File: src/rtl/jane_pkg.sv
// Shared constants and FSM state type for the digit min/max block.
package jane_pkg;

  localparam int MAX_DIGITS = 10;
  localparam int VAL_W      = 34;
  localparam int DIGIT_W    = 4;
  localparam int NUM_BINS   = 10;

  typedef enum logic [1:0] {
    IDLE,
    SPLIT,
    BUILD,
    DONE
  } stateT;

endpackage

File: src/rtl/digit_min_max_if.sv
// Operand/result handshake bundle for digit_min_max.
// Carries diffVal only when DIGIT_MM_KAPREKAR_DIFF_EN is defined.
interface digit_min_max_if #(
  parameter int VAL_W = jane_pkg::VAL_W
);

  logic             inValid;
  logic             inReady;
  logic [31:0]      in;
  logic             outValid;
  logic             outReady;
  logic [VAL_W-1:0] minVal;
  logic [VAL_W-1:0] maxVal;
  logic [3:0]       len;
`ifdef DIGIT_MM_KAPREKAR_DIFF_EN
  logic [VAL_W-1:0] diffVal;

  modport master (
    output inValid, in, outReady,
    input  inReady, outValid, minVal, maxVal, len, diffVal
  );

  modport slave (
    input  inValid, in, outReady,
    output inReady, outValid, minVal, maxVal, len, diffVal
  );
`else
  modport master (
    output inValid, in, outReady,
    input  inReady, outValid, minVal, maxVal, len
  );

  modport slave (
    input  inValid, in, outReady,
    output inReady, outValid, minVal, maxVal, len
  );
`endif

endinterface

File: src/rtl/digit_min_max_div_mod10.sv
// Combinational divide-by-ten: quotient and decimal remainder digit.
module div_mod10 (
  input  logic [31:0] dividend,
  output logic [31:0] quotient,
  output logic [3:0]  remainder
);

  assign quotient  = dividend / 32'd10;
  assign remainder = 4'(dividend - quotient * 32'd10);

endmodule

File: src/rtl/digit_min_max.sv
// Decomposes an operand into decimal digits and rebuilds them sorted ascending/descending.
// Optional diffVal output (maxVal - minVal) when DIGIT_MM_KAPREKAR_DIFF_EN is defined.
module digit_min_max
  import jane_pkg::*;
#(
  parameter int MAX_DIGITS = jane_pkg::MAX_DIGITS,
  parameter int VAL_W      = jane_pkg::VAL_W
) (
  input  logic           clk,
  input  logic           rst_n,
  digit_min_max_if.slave bus
);

  stateT              state;
  logic [31:0]        rem;
  logic [31:0]        quot;
  logic [DIGIT_W-1:0] remDigit;
  logic [DIGIT_W-1:0] histMin [NUM_BINS];
  logic [DIGIT_W-1:0] histMax [NUM_BINS];
  logic [DIGIT_W-1:0] lenCnt;
  logic [DIGIT_W-1:0] buildCnt;
  logic [DIGIT_W-1:0] minPtr;
  logic [DIGIT_W-1:0] maxPtr;
  logic [DIGIT_W-1:0] minDigit;
  logic [DIGIT_W-1:0] maxDigit;
  logic               minFound;
  logic               maxFound;
  logic [VAL_W-1:0]   accMin;
  logic [VAL_W-1:0]   accMax;

  div_mod10 uDiv (
    .dividend  (rem),
    .quotient  (quot),
    .remainder (remDigit)
  );

  // Empty bins are skipped in the same cycle: first non-empty bin at or past each pointer.
  always_comb begin
    minDigit = '0;
    minFound = 1'b0;
    for (int unsigned i = 0; i < NUM_BINS; i++) begin
      if (!minFound && DIGIT_W'(i) >= minPtr && histMin[DIGIT_W'(i)] != '0) begin
        minDigit = DIGIT_W'(i);
        minFound = 1'b1;
      end
    end
    maxDigit = '0;
    maxFound = 1'b0;
    for (int unsigned i = 0; i < NUM_BINS; i++) begin
      if (!maxFound && DIGIT_W'(NUM_BINS - 1 - i) <= maxPtr &&
          histMax[DIGIT_W'(NUM_BINS - 1 - i)] != '0) begin
        maxDigit = DIGIT_W'(NUM_BINS - 1 - i);
        maxFound = 1'b1;
      end
    end
  end

  // Results are latched into the output registers on the first DONE cycle,
  // with outValid rising alongside them one edge after the final BUILD step.
  always_ff @(posedge clk or negedge rst_n) begin
    if (!rst_n) begin
      state        <= IDLE;
      rem          <= '0;
      histMin      <= '{default: '0};
      histMax      <= '{default: '0};
      lenCnt       <= '0;
      buildCnt     <= '0;
      minPtr       <= '0;
      maxPtr       <= DIGIT_W'(NUM_BINS - 1);
      accMin       <= '0;
      accMax       <= '0;
      bus.inReady  <= 1'b1;
      bus.outValid <= 1'b0;
      bus.minVal   <= '0;
      bus.maxVal   <= '0;
      bus.len      <= '0;
`ifdef DIGIT_MM_KAPREKAR_DIFF_EN
      bus.diffVal  <= '0;
`endif
    end else begin
      unique case (state)
        IDLE: begin
          if (bus.inValid) begin
            rem         <= bus.in;
            histMin     <= '{default: '0};
            histMax     <= '{default: '0};
            lenCnt      <= '0;
            buildCnt    <= '0;
            minPtr      <= '0;
            maxPtr      <= DIGIT_W'(NUM_BINS - 1);
            accMin      <= '0;
            accMax      <= '0;
            bus.inReady <= 1'b0;
            state       <= SPLIT;
          end
        end

        SPLIT: begin
          histMin[remDigit] <= histMin[remDigit] + 1'b1;
          histMax[remDigit] <= histMax[remDigit] + 1'b1;
          lenCnt            <= lenCnt + 1'b1;
          rem               <= quot;
          if (quot == '0 || lenCnt == DIGIT_W'(MAX_DIGITS - 1)) begin
            state <= BUILD;
          end
        end

        BUILD: begin
          histMin[minDigit] <= histMin[minDigit] - 1'b1;
          histMax[maxDigit] <= histMax[maxDigit] - 1'b1;
          minPtr            <= minDigit;
          maxPtr            <= maxDigit;
          accMin            <= accMin * VAL_W'(10) + VAL_W'(minDigit);
          accMax            <= accMax * VAL_W'(10) + VAL_W'(maxDigit);
          buildCnt          <= buildCnt + 1'b1;
          if (buildCnt == lenCnt - 1'b1) begin
            state <= DONE;
          end
        end

        DONE: begin
          if (!bus.outValid) begin
            bus.minVal   <= accMin;
            bus.maxVal   <= accMax;
            bus.len      <= lenCnt;
`ifdef DIGIT_MM_KAPREKAR_DIFF_EN
            bus.diffVal  <= accMax - accMin;
`endif
            bus.outValid <= 1'b1;
          end else if (bus.outReady) begin
            bus.outValid <= 1'b0;
            bus.inReady  <= 1'b1;
            state        <= IDLE;
          end
        end

        default: state <= IDLE;
      endcase
    end
  end

endmodule

File: src/flat_wrapper.sv
// flat-port wrapper written by rule: the top's interface ports become plain ports
module digit_min_max_flat import jane_pkg::*;
#(
  parameter int MAX_DIGITS = jane_pkg::MAX_DIGITS,
  parameter int VAL_W      = jane_pkg::VAL_W
)
  (clk, rst_n, bus_inValid, bus_in, bus_outReady, bus_inReady, bus_outValid, bus_minVal, bus_maxVal, bus_len);
  digit_min_max_if #(.VAL_W(VAL_W)) bus_i ();
  input  logic clk;
  input  logic rst_n;
  input wire logic [$bits(bus_i.inValid)-1:0] bus_inValid;
  input wire logic [$bits(bus_i.in)-1:0] bus_in;
  input wire logic [$bits(bus_i.outReady)-1:0] bus_outReady;
  output wire logic [$bits(bus_i.inReady)-1:0] bus_inReady;
  output wire logic [$bits(bus_i.outValid)-1:0] bus_outValid;
  output wire logic [$bits(bus_i.minVal)-1:0] bus_minVal;
  output wire logic [$bits(bus_i.maxVal)-1:0] bus_maxVal;
  output wire logic [$bits(bus_i.len)-1:0] bus_len;
  assign bus_i.inValid = bus_inValid;
  assign bus_i.in = bus_in;
  assign bus_i.outReady = bus_outReady;
  assign bus_inReady = bus_i.inReady;
  assign bus_outValid = bus_i.outValid;
  assign bus_minVal = bus_i.minVal;
  assign bus_maxVal = bus_i.maxVal;
  assign bus_len = bus_i.len;
  digit_min_max #(.MAX_DIGITS(MAX_DIGITS), .VAL_W(VAL_W)) u_core (.clk(clk), .rst_n(rst_n), .bus(bus_i));
endmodule
File: config.mk
export PLATFORM = sky130hd
export DESIGN_NAME = digit_min_max_flat
export DESIGN_NICKNAME = d
export VERILOG_FILES = /design/src/rtl/jane_pkg.sv /design/src/rtl/digit_min_max_if.sv /design/src/rtl/digit_min_max_div_mod10.sv /design/src/rtl/digit_min_max.sv /design/src/flat_wrapper.sv
export SDC_FILE = /design/constraint.sdc
export NUM_CORES = 1
export LEC_CHECK = 0
export ABC_AREA = 0
export CAP_MARGIN = 20
export CELL_PAD_IN_SITES_DETAIL_PLACEMENT = 0
export CELL_PAD_IN_SITES_GLOBAL_PLACEMENT = 1
export CORE_MARGIN = 2
export CORE_UTILIZATION = 30
export DETAILED_ROUTE_END_ITERATION = 12
export PLACE_DENSITY_LB_ADDON = 0.25
export SETUP_SLACK_MARGIN = 0.05
export SLEW_MARGIN = 0
export SYNTH_ARGS = -nofsm -noshare
export SYNTH_HDL_FRONTEND = slang
export SYNTH_SLANG_ARGS = --single-unit
File: constraint.sdc
create_clock -name clk -period 17.2 [get_ports clk]
set_input_delay 3.44 -clock clk [delete_from_list [all_inputs] [get_ports clk]]
set_output_delay 3.44 -clock clk [all_outputs]
set_load 0.005 [all_outputs]
==> metrics.txt <==
status finished, final reports clean; GP Congestion 0.8894; clk root buf clkbuf_16; worst-margin pin slew 1.052 ns; Fmax achieved 62.66 MHz; cell area after synthesis 23,830 um^2; Die Ht 285.8 um; # H-tree levels 2; Compound-Gate Fraction of Synth Area 24.00%; RSZ-0062 raised after global routing no; HPWL Detailed 55,940 um; via count 21,839; Mean Syn Cell Area 8.648 um^2; Post-Synth Simple-Gate Area 18.06%; grt total ovfl 0; CTS Buf Count 36; Async S/R FF share, synth 100.0%; fin area 26,960 um^2; Max Buffers Root-to-Sink 3; syn_nets 2,935; Worst path slowest cell a2111oi_1; Seq cells post-synth 271; Crit Path Class reg2reg; EDFF count, synth 0; initial antenna violation count 0; synthesis warning total 0; minimum hold slack 0.4890 ns; final critical-path share of the clock period 92.78%; final hold violations 0; Max-Cap Viols 0; fin crit period 15.96 ns; CP startpoint kind flop; Arr. time, crit path 16.42 ns; Required @ worst endpoint 17.66 ns; Worst Hold Class reg2reg; clock-pin slew on the worst setup and hold paths 0.06 ns; share of cells above drive strength 1 9.864%; Final Slew Violations 0; crit-path max cell delay 0.72 ns; Synth Area in XOR/XNOR 6.092%; hold_buf cts 0; Site Rows 103; first-pass GRT wire length 127,900 um; Area after DPL 25,660 um^2; dominant synthesized flop cell dfrtp_1; final setup fails 0; Final nets 2,944; Port Buffers 109; cell count after synthesis 2,755; post-route setup TNS 0 ns; clock sinks 271; largest net degree at the start of global routing 107; Crit. End Element flop; initial core utilization 30.26%; post-synthesis mux area share 10.28%; Ports 110; largest family of logic cells by synthesized area compound AO/OA/AOI/OAI gates; Residual DRC 0; synthesis-to-layout area growth 13.16%; register area share after synthesis 28.48%; Worst Skew 0.03228 ns; DR WL/cell 20.98 um; Total Routing Usage GR 19.39%; ANT cells 0; Worst Path Max Fanout 24; Clock Latency Late Sink 0.57 ns; most used cell, CP a21oi_1; Post-CTS Setup Inserts 0; Die X 285.8 um; TritonRoute pass-1 iters 7; post-CTS sizing 0; via/cell ratio 5.690; unique cell type count in the Yosys netlist 134; WL final 80,510 um; vias in the first global route 21,638; die area 81,690 um^2; Post-Synth Adder-Cell Area 7.982%; Iteration-0 DRC Markers 1,832; Final ANT Viol Nets 0; worst rel slew slack 29.87%; CTS tree built; Core Region 78,740 um^2
state kept, by name, summed over array words and instances, names as in the netlist:
name,count
u_core.histMax,40
u_core.histMin,40
u_core.accMax,34
u_core.accMin,34
u_core.bus.maxVal,34
u_core.bus.minVal,34
u_core.rem,32
u_core.buildCnt,4
u_core.bus.len,4
u_core.lenCnt,4
u_core.maxPtr,4
u_core.minPtr,3
u_core.state,2
u_core.bus.inReady,1
u_core.bus.outValid,1
cell usage after synthesis, types with 26 or more instances:
library cell	number	area share, %
o21ai_1	27	0.57
xor2_1	65	2.4
o221ai_1	57	2.1
a21oi_1	145	3.0
and3_1	40	1.1
mux2_2	83	3.9
mux2i_1	104	4.4
nor2_1	168	2.6
buf_2	43	0.90
inv_1	81	1.3
nor3_1	63	1.3
a211oi_1	26	0.82
ha_1	139	7.3
nor4_1	26	0.68
a21o_1	29	0.91
nand4_1	33	0.87
nand2_1	357	5.6
clkbuf_1	99	1.6
o22ai_1	41	1.1
dfrtp_1	268	28
o21ai_0	163	3.4
nand3_1	58	1.2
o21bai_1	39	1.2
xnor2_1	97	3.6
per-layer routing:
metal / wire length, um / share of wire (%) / track usage (%)
met2: 38120 / 47 / 32.09
met5: 0 / 0 / 0
met1: 36410 / 45 / 26.33
met3: 4167 / 5.2 / 2.863
met4: 1816 / 2.3 / 5.249
area by class of cell:
cell class	count	area [um^2]
clock inverters	14	234.0
well taps	1050	1314
inverters	88	330.3
clock buffers	48	985.9
flip-flops and latches	271	6787
multi-input cells	2217	15880
fillers	8099	51780
repair buffers	150	1429
cells in the final DEF, fill, tap and decap left out, types with 11 or more instances in the layout:
| cell type | instances |
|---|---|
| a211oi_1 | 26 |
| a21o_1 | 29 |
| a21oi_1 | 144 |
| a221oi_1 | 12 |
| a22o_1 | 13 |
| a22oi_1 | 25 |
| a311oi_1 | 11 |
| a31oi_1 | 14 |
| a32oi_1 | 11 |
| and3_1 | 40 |
| buf_4 | 37 |
| clkbuf_16 | 36 |
| clkdlybuf4s50_1 | 108 |
| dfrtp_1 | 267 |
| ha_1 | 138 |
| inv_1 | 81 |
| mux2_2 | 83 |
| mux2i_1 | 103 |
| mux4_2 | 16 |
| nand2_1 | 356 |
| nand2b_1 | 24 |
| nand3_1 | 58 |
| nand4_1 | 33 |
| nor2_1 | 166 |
| nor2b_1 | 24 |
| nor3_1 | 63 |
| nor4_1 | 26 |
| o2111ai_1 | 19 |
| o211ai_1 | 19 |
| o21ai_0 | 161 |
| o21ai_1 | 29 |
| o21bai_1 | 39 |
| o221ai_1 | 57 |
| o22ai_1 | 41 |
| or3_1 | 14 |
| xnor2_1 | 97 |
| xor2_1 | 65 |
per-stage QoR:
stage | instances | util [%] | setup WS [ns]
2_1_floorplan | 2755 | - | 3.812
3_3_place_gp | 3771 | 32.59 | 1.479
3_5_place_dp | 3771 | 32.59 | 1.005
4_1_cts | 3833 | 34.14 | 1.009
5_1_grt | 3838 | 34.24 | 0.06121
6_report | 3838 | 34.24 | 1.242
worst paths after layout:
check	start	endpoint	slack, ns	depth (start not counted)
worst max register to register	u_core.rem[28]	u_core.histMax[18]	1.24	45
worst min-delay path	u_core.accMax[33]	u_core.accMax[33]	0.49	2
worst max-delay path	u_core.rem[28]	u_core.histMax[18]	1.24	45
worst min register to register	u_core.accMax[33]	u_core.accMax[33]	0.49	2
min in group asynchronous	rst_n	u_core.histMax[28]	2.97	1
max in group asynchronous	rst_n	u_core.bus.maxVal[15]	12.02	3
critical path, delay by kind of cell, from the launching register on:
| family | cells | cell delay, ns |
|---|---|---|
| adder cells (fa/ha/maj) | 4 | 1.49 |
| AO/OA/AOI/OAI | 26 | 8.64 |
| AND/OR/NAND/NOR | 9 | 3.17 |
| flip-flops | 1 | 0.54 |
| buffers and inverters | 1 | 0.30 |
| XOR/XNOR | 2 | 0.99 |
| multiplexers | 3 | 0.68 |
logic make-up (layout without fill, tap and decap cells):
group	after synthesis	count (layout)
and+or+nand+nor	886	886
AOI/OAI and AO/OA	804	804
DFF	271	271
buffers and inverters	267	300
muxes	213	213
xor gates and xnor gates	164	164
adders and majority gates	150	150
Power is not shown: default switching activity piles up to over one toggle a cycle in this logic, so the estimate is an artifact.
